===== src/rtl/keyword_confirm_if.sv =====
// Keyword confirmation handshake bundle: raw classifier IDs in, confirmed IDs out.
// Carries kw_count only when KW_CONFIRM_STATS_EN is defined.
interface keyword_confirm_if #(
  parameter int ID_W = 4
);
  logic [ID_W-1:0] kw_in;
  logic            kw_in_valid;
  logic [ID_W-1:0] kw_out;
  logic            kw_out_valid;
  logic            kw_out_ready;
  logic            busy;
  logic            overflow;
`ifdef KW_CONFIRM_STATS_EN
  logic [15:0]     kw_count;

  modport master (
    output kw_in, kw_in_valid, kw_out_ready,
    input  kw_out, kw_out_valid, busy, overflow, kw_count
  );
  modport slave (
    input  kw_in, kw_in_valid, kw_out_ready,
    output kw_out, kw_out_valid, busy, overflow, kw_count
  );
`else
  modport master (
    output kw_in, kw_in_valid, kw_out_ready,
    input  kw_out, kw_out_valid, busy, overflow
  );
  modport slave (
    input  kw_in, kw_in_valid, kw_out_ready,
    output kw_out, kw_out_valid, busy, overflow
  );
`endif
endinterface


===== src/rtl/keyword_confirm.sv =====
// Keyword confirmation: N identical non-zero IDs in a row, one-shot output, holdoff.
// KW_CONFIRM_STATS_EN adds a saturating handshake counter (kw_count).
module keyword_confirm #(
  parameter int CONFIRM_COUNT  = 4,
  parameter int HOLDOFF_CYCLES = 1000,
  parameter int ID_W           = 4
) (
  input logic              clk,
  input logic              rst,
  keyword_confirm_if.slave bus
);

  localparam int CW = $clog2(CONFIRM_COUNT + 1);
  localparam int HW = (HOLDOFF_CYCLES > 0) ?
                      $clog2(HOLDOFF_CYCLES + 1) : 1;

  localparam logic [1:0] S_IDLE = 2'd0;
  localparam logic [1:0] S_CAND = 2'd1;
  localparam logic [1:0] S_HOLD = 2'd2;

  logic [1:0]      state_q, state_d;
  logic [CW-1:0]   cnt_q, cnt_d;
  logic [HW-1:0]   hold_q, hold_d;
  logic [ID_W-1:0] cand_q, cand_d;
  logic [ID_W-1:0] out_q, out_d;
  logic            vld_q, vld_d;
  logic            ovf_q, ovf_d;
  logic            emit;
  logic            hs;

  assign hs = vld_q & bus.kw_out_ready;

  always_comb begin
    state_d = state_q;
    cnt_d   = cnt_q;
    hold_d  = hold_q;
    cand_d  = cand_q;
    emit    = 1'b0;
    case (state_q)
      S_IDLE: begin
        if (bus.kw_in_valid && bus.kw_in != '0) begin
          cand_d  = bus.kw_in;
          cnt_d   = CW'(1);
          state_d = S_CAND;
        end
      end
      S_CAND: begin
        if (bus.kw_in_valid) begin
          unique case (1'b1)
            bus.kw_in == cand_q: begin
              if (cnt_q + CW'(1) == CW'(CONFIRM_COUNT)) begin
                emit   = 1'b1;
                cnt_d  = '0;
                hold_d = HW'(HOLDOFF_CYCLES);
                state_d = (HOLDOFF_CYCLES > 0) ?
                          S_HOLD : S_IDLE;
              end else begin
                cnt_d = cnt_q + CW'(1);
              end
            end
            bus.kw_in == '0: begin
              cnt_d   = '0;
              state_d = S_IDLE;
            end
            default: begin
              cand_d = bus.kw_in;
              cnt_d  = CW'(1);
            end
          endcase
        end
      end
      S_HOLD: begin
        // counter reads HOLDOFF_CYCLES..1 while here, input ignored
        hold_d = hold_q - HW'(1);
        if (hold_q == HW'(1)) state_d = S_IDLE;
      end
      default: state_d = S_IDLE;
    endcase
  end

  always_comb begin
    out_d = out_q;
    vld_d = vld_q;
    ovf_d = ovf_q;
    if (emit) begin
      if (!vld_q || bus.kw_out_ready) begin
        out_d = cand_q;
        vld_d = 1'b1;
      end else begin
        ovf_d = 1'b1;
      end
    end else if (hs) begin
      vld_d = 1'b0;
    end
  end

  always_ff @(posedge clk) begin
    if (rst) begin
      state_q <= S_IDLE;
      cnt_q   <= '0;
      hold_q  <= '0;
      cand_q  <= '0;
      out_q   <= '0;
      vld_q   <= 1'b0;
      ovf_q   <= 1'b0;
    end else begin
      state_q <= state_d;
      cnt_q   <= cnt_d;
      hold_q  <= hold_d;
      cand_q  <= cand_d;
      out_q   <= out_d;
      vld_q   <= vld_d;
      ovf_q   <= ovf_d;
    end
  end

  assign bus.kw_out       = out_q;
  assign bus.kw_out_valid = vld_q;
  assign bus.overflow     = ovf_q;
  assign bus.busy         = (state_q != S_IDLE);

`ifdef KW_CONFIRM_STATS_EN
  logic [15:0] kwc_q, kwc_d;

  always_comb begin
    kwc_d = kwc_q;
    if (hs && kwc_q != 16'hFFFF) kwc_d = kwc_q + 16'd1;
  end

  always_ff @(posedge clk) begin
    if (rst) kwc_q <= '0;
    else     kwc_q <= kwc_d;
  end

  assign bus.kw_count = kwc_q;
`endif

endmodule

===== src/flat_wrapper.sv =====
// flat-port wrapper written by rule: the top's interface ports become plain ports
module keyword_confirm_flat 
#(
  parameter int CONFIRM_COUNT  = 4,
  parameter int HOLDOFF_CYCLES = 1000,
  parameter int ID_W           = 4
)
  (clk, rst, bus_kw_in, bus_kw_in_valid, bus_kw_out_ready, bus_kw_out, bus_kw_out_valid, bus_busy, bus_overflow);
  keyword_confirm_if #(.ID_W(ID_W)) bus_i ();
  input logic clk;
  input logic rst;
  input wire logic [$bits(bus_i.kw_in)-1:0] bus_kw_in;
  input wire logic [$bits(bus_i.kw_in_valid)-1:0] bus_kw_in_valid;
  input wire logic [$bits(bus_i.kw_out_ready)-1:0] bus_kw_out_ready;
  output wire logic [$bits(bus_i.kw_out)-1:0] bus_kw_out;
  output wire logic [$bits(bus_i.kw_out_valid)-1:0] bus_kw_out_valid;
  output wire logic [$bits(bus_i.busy)-1:0] bus_busy;
  output wire logic [$bits(bus_i.overflow)-1:0] bus_overflow;
  assign bus_i.kw_in = bus_kw_in;
  assign bus_i.kw_in_valid = bus_kw_in_valid;
  assign bus_i.kw_out_ready = bus_kw_out_ready;
  assign bus_kw_out = bus_i.kw_out;
  assign bus_kw_out_valid = bus_i.kw_out_valid;
  assign bus_busy = bus_i.busy;
  assign bus_overflow = bus_i.overflow;
  keyword_confirm #(.CONFIRM_COUNT(CONFIRM_COUNT), .HOLDOFF_CYCLES(HOLDOFF_CYCLES), .ID_W(ID_W)) u_core (.clk(clk), .rst(rst), .bus(bus_i));
endmodule

===== config.mk =====
export PLATFORM = sky130hd
export DESIGN_NAME = keyword_confirm_flat
export DESIGN_NICKNAME = d
export VERILOG_FILES = /design/src/rtl/keyword_confirm_if.sv /design/src/rtl/keyword_confirm.sv /design/src/flat_wrapper.sv
export SDC_FILE = /design/constraint.sdc
export NUM_CORES = 1
export LEC_CHECK = 0
export ABC_AREA = 0
export CAP_MARGIN = 20
export CORE_ASPECT_RATIO = 1.75
export CORE_MARGIN = 2
export CORE_UTILIZATION = 58
export DETAILED_ROUTE_END_ITERATION = 10
export GPL_TIMING_DRIVEN = 0
export PLACE_DENSITY_LB_ADDON = 0.12
export SYNTH_ARGS = -nofsm -noshare
export SYNTH_HDL_FRONTEND = slang
export SYNTH_SLANG_ARGS = --single-unit

===== constraint.sdc =====
create_clock -name clk -period 4.7 [get_ports clk]
set_input_delay 1.41 -clock clk [delete_from_list [all_inputs] [get_ports clk]]
set_output_delay 1.41 -clock clk [all_outputs]
set_load 0.1 [all_outputs]

=== Word-level counts from Yosys, hierarchy flattened ===
Cells that the tools add are included.

* Word-level logic and storage cells: 69
* Bits of input ports: 8
* Flip-flop bits (word level): 25
* Output and inout port bits: 7

* Mux-type cells: 26
* $add $sub $neg: 2
* Reduce and logical (&&, ||, !) cells: 18
* Equality and inequality tests: 14
* Bitwise gates (word level): 2

{| class="wikitable"
|+ Operators with widths
! kind !! number
|-
| $mux W10 || 3
|-
| $pmux W10 S2 || 1
|-
| $mux W4 || 3
|-
| $pmux W3 S2 || 2
|-
| $eq A10 B1 Y1 const B || 1
|-
| $sub A10 B1 Y10 const B || 1
|-
| $mux W3 || 3
|-
| $mux W2 || 4
|-
| $ne A2 B1 Y1 const B || 4
|-
| $pmux W4 S2 || 1
|-
| $reduce_and A4 Y1 || 2
|-
| $reduce_bool A2 Y1 || 4
|-
| $mux W1 || 7
|-
| $ne A2 B2 Y1 const B || 3
|-
| $pmux W2 S3 || 1
|-
| $reduce_and A2 Y1 || 3
|-
| $reduce_and A5 Y1 || 1
|-
| $eq A4 B4 Y1 || 1
|-
| $logic_not A4 Y1 || 1
|-
| $pmux W2 S2 || 1
|-
| $reduce_bool A4 Y1 || 1
|-
| $add A3 B1 Y3 const B || 1
|-
| $eq A3 B3 Y1 const B || 1
|-
| $ne A3 B1 Y1 const B || 1
|-
| 11 further kinds || 11
|}

=== Depth between registers and ports, before layout ===
* Depth in word-level cells: 8
* Depth in mapped cells: 6
* Depth with buffers taken out: 6

=== Worst setup path before layout ===
Ideal clock, no wire load.

* Kind: input to register
* From: input port bus_kw_in[3]
* To: register u_core.cnt_q[0]
* Slack: 2150 ps
* Data arrival time: 2430 ps
* Library setup time: 120 ps
* Cell stages on the path: 4
* Data required time: 4580 ps
* Path buffers: 0
* Path through: nor4_1 a21o_1 a2111oi_0 o31a_1

* Word-level cells in the longest chain between the ends: 4
* Elaborated cells between the ends (all ways): 9
* Those cells by class: 2 x eq/ne; 3 x mux; 4 x reduce/logical

{| class="wikitable"
|+ RTL lines
! item !! line !! text
|-
| from (decl) || flat_wrapper.sv:12 || <nowiki>input wire logic [$bits(bus_i.kw_in)-1:0] bus_kw_in;</nowiki>
|-
| $eq A4 B4 Y1 (tied with other cells) || keyword_confirm.sv:50 || <nowiki>bus.kw_in == cand_q: begin</nowiki>
|-
| $pmux W3 S2 or $logic_and A1 B1 Y1 (tied branches) || keyword_confirm.sv:49, keyword_confirm.sv:41 ||
|-
| $mux W3 or $ne A2 B1 Y1 (tied branches) || n/a ||
|-
| $pmux W3 S2 or $reduce_and A3 Y1 (tied branches) || n/a ||
|-
| to (signal assigned) || keyword_confirm.sv:108 || <nowiki>cnt_q <= cnt_d;</nowiki>
|-
| to (decl) || keyword_confirm.sv:22 || <nowiki>logic [CW-1:0] cnt_q, cnt_d;</nowiki>
|}

Parallel ways exist; a longest one is shown, timed or not. The select of a mux whose other input is x is not followed.
A chain may end at the register's enable or synchronous reset.

=== Worst setup path in the final report ===
* From: register u_core.state_q[0]
* To: output port bus_busy

* Word-level cells in the longest chain between the ends: 1

{| class="wikitable"
|+ RTL lines
! item !! line !! text
|-
| from (decl) || keyword_confirm.sv:21 || <nowiki>logic [1:0] state_q, state_d;</nowiki>
|-
| from (signal assigned) || keyword_confirm.sv:107 || <nowiki>state_q <= state_d;</nowiki>
|-
| $reduce_bool A2 Y1 || keyword_confirm.sv:120 || <nowiki>assign bus.busy = (state_q != S_IDLE);</nowiki>
|-
| to (decl) || flat_wrapper.sv:17 || <nowiki>output wire logic [$bits(bus_i.busy)-1:0] bus_busy;</nowiki>
|}

Every way passes these cells.

==> summary.md <==
| Metric | Value |
|---|---|
| Status | `completed` |
| Critical path class | `flip-flop to output port` |
| CP endpoint kind | `output port` |
| Fin nets | `181` |
| Vias per std cell | `6.48` |
| # hold bufs at CTS | `0` |
| CORE AREA | `2270 sq um` |
| Comb pwr share | `11.7%` |
| Mapped Cells | `151` |
| Fraction of layout cells with a size suffix above 1 | `11.3%` |
| Initial antenna violation count | `0` |
| Post-synth EDFFs | `0` |
| Clk slew on worst S/H paths | `0.09 ns` |
| WP data required | `3.29 ns` |
| CTS H-tree depth | `1` |
| Crit path time final | `3.39 ns` |
| Leak pwr | `0.548 nW` |
| Root Buffer | `clkbuf_8` |
| Clock sinks | `25` |
| HP Class | `flip-flop to flip-flop` |
| Most common cell after layout, fill and taps aside | `dfxtp_1` |
| Final core utilization | `70.2%` |
| CP Launch Type | `flip-flop` |
| Synth unique cells | `50` |
| Die X | `41.0 microns` |
| Die area | `2820 sq um` |
| Final WS setup | `1.31 ns` |
| Yosys top cell area share | `36.1%` |
| Initial Util | `61.0%` |
| Internal power | `0.293 mW` |
| DRT Pass-1 Iters | `4` |
| Max IR drop VDD | `157 uV` |
| Switch Pwr | `0.0961 mW` |
| Register-to-register setup slack | `2.88 ns` |
| Vias | `1250` |
| Dpl hpwl | `2.33 mm` |
| Largest net degree at the start of global routing | `15` |
| Pwr/cell area | `244 nW/um^2` |
| Postcts setup bufs | `0` |
| Gpl congestion | `0.802` |
| GRT Util Overall | `26.6%` |
| Synthesis Warnings | `0` |
| Layout fillers | `193` |
| Number of diodes | `0` |
| Yosys reg bits | `25` |
| # Max-Cap Violations | `0` |
| Switching share of total power | `24.7%` |
| Site row count | `23` |
| Max-slew violations | `0` |
| Setup TNS | `0 ns` |
| Post-DRT Antenna Nets | `0` |
| Commonest cells after routing, fill and taps aside | `dfxtp_1, clkdlybuf4s50_1, a21oi_1` |
| Synthesized Nets | `163` |
| Global-route wire length before repair | `5.16 mm` |
| Max-slew headroom | `35.1%` |
| Die Ht | `68.7 microns` |
| Worst Path Arrival | `1.98 ns` |
| RSZ-0062 raised after global routing | `false` |
| Pre-CTS setup slack | `1.40 ns` |
| Max Freq | `0.295 GHz` |
| Post-route DRC | `0` |
| Tot Pwr | `0.389 mW` |
| Initial drt markers | `27` |
| Ports | `15` |
| Final setup violation count | `0` |
| Clk_skew | `0.00710 ns` |
| Cell Area, Synth | `1390 sq um` |
| Resized Gates After CTS | `0` |
| Slew @ Worst Pin | `0.971 ns` |
| Clock tree buffer depth | `2` |
| Async SR Flop Fraction | `0%` |
| Cell taking the most area after synthesis | `dfxtp_1` |
| Final Hold Vio Count | `0` |
| CP max FO | `6` |
| Vias in the first global route | `1195` |
| Clock share of power | `31.9%` |
| Worst-Skew Late Latency | `0.27 ns` |
| Final Routed Wirelength | `3.14 mm` |
| CTS buffer count | `3` |
| Register share of total power | `56.4%` |
| WL/cell | `16.3 microns` |
| Largest cells by area after synthesis | `dfxtp_1, a21oi_1, ha_1` |
| Grt ovf | `0` |
| Post-synthesis sequential area ratio | `36.1%` |
| Area Growth Syn to Fin | `15.0%` |
| Final worst-path cycle share | `72.1%` |
| Ys flop type | `dfxtp_1` |
| CTS tree | `done` |
| Mean post-synth cell area | `9.19 sq um` |
| IO buf count | `13` |
==> area by class of cell <==
class / count / area [sq um] / area share [%]
repair buffers: 13 / 130 / 8.16
clock inverters: 1 / 5.00 / 0.314
plain buffers: 7 / 38.8 / 2.43
well taps: 25 / 31.3 / 1.96
flip-flops and latches: 25 / 500 / 31.4
inverters: 7 / 26.3 / 1.65
clock buffers: 3 / 41.3 / 2.59
multi-input cells: 112 / 822 / 51.5
==> power by group through the flow <==
| stage | clock network (mW) | registers, mW | logic (mW) |
|---|---|---|---|
| floorplan | 0 | 0.223 | 0.0306 |
| global placement | 0 | 0.224 | 0.0434 |
| detailed placement | 0 | 0.224 | 0.0447 |
| CTS | 0.127 | 0.219 | 0.0453 |
| global route | 0.135 | 0.220 | 0.0488 |
| finish | 0.124 | 0.219 | 0.0455 |
==> path summary, 6_finish.rpt <==
kind	to	depth (start not counted)	startpoint
setup reg to reg	u_core.hold_q[7]$_SDFFE_PP0P_	6	u_core.cnt_q[0]$_SDFFE_PP0P_
hold reg to reg	u_core.bus.overflow$_SDFFE_PP0P_	2	u_core.bus.overflow$_SDFFE_PP0P_
setup / recovery	bus_busy	2	u_core.state_q[0]$_SDFFE_PP0P_
hold / removal	u_core.bus.overflow$_SDFFE_PP0P_	2	u_core.bus.overflow$_SDFFE_PP0P_
==> critical path, stage by stage, from the launching register on <==
cell	delay, ns
dfxtp_1	0.45
or2_2	0.15
clkdlybuf4s50_1	1.12
==> registers in the layout (all words and copies together), names as in the netlist <==
register	flops
u_core.cand_q	4
u_core.state_q	2
u_core.cnt_q	3
u_core.hold_q	10
u_core.bus.overflow	1
u_core.bus.kw_out_valid	1
u_core.bus.kw_out	4
==> metal layers <==
layer	vias up	wire length (microns)	global-route usage, %
li1	601	-	-
met3	9	129	2.88
met5	-	0	0
met1	593	1250	28.9
met4	0	76	11.3
met2	47	1690	48.0
==> through the flow <==
stage / std cells / instance area, sq um / hold WS [ns]
global route: 193 / 1600 / 0.504
finish: 193 / 1600 / 0.483
CTS: 193 / 1600 / 0.484
detailed placement: 189 / 1550 / 0.467
global placement: 189 / 1550 / 0.454
floorplan: 151 / 1390 / 0.461
==> kinds of logic after synthesis <==
logic type	after synthesis	share of synthesized area (%)
and+or+nand+nor	54	23.5
AOI/OAI and AO/OA	44	25.4
xor gates and xnor gates	6	3.79
DFF	25	36.1
buffers and inverters	14	4.69
adders and majority gates	4	3.61
muxes	4	2.89
==> cell usage after synthesis, types with 2 or more instances <==
cell,count
dfxtp_1,25
a21oi_1,12
nand2_1,9
inv_1,7
nor2_1,7
nand3_1,6
nand4_1,6
a31oi_1,5
clkbuf_1,4
ha_1,4
mux2i_1,4
nor3_1,4
o21ai_0,4
o31ai_1,4
xnor2_1,4
nand2b_1,3
a211oi_1,2
nand3b_1,2
nor2b_1,2
nor4b_1,2
o211ai_1,2
o21a_1,2
o41ai_2,2
or3_1,2
xor2_1,2
No activity file was read; power rests on OpenSTA's default activity.
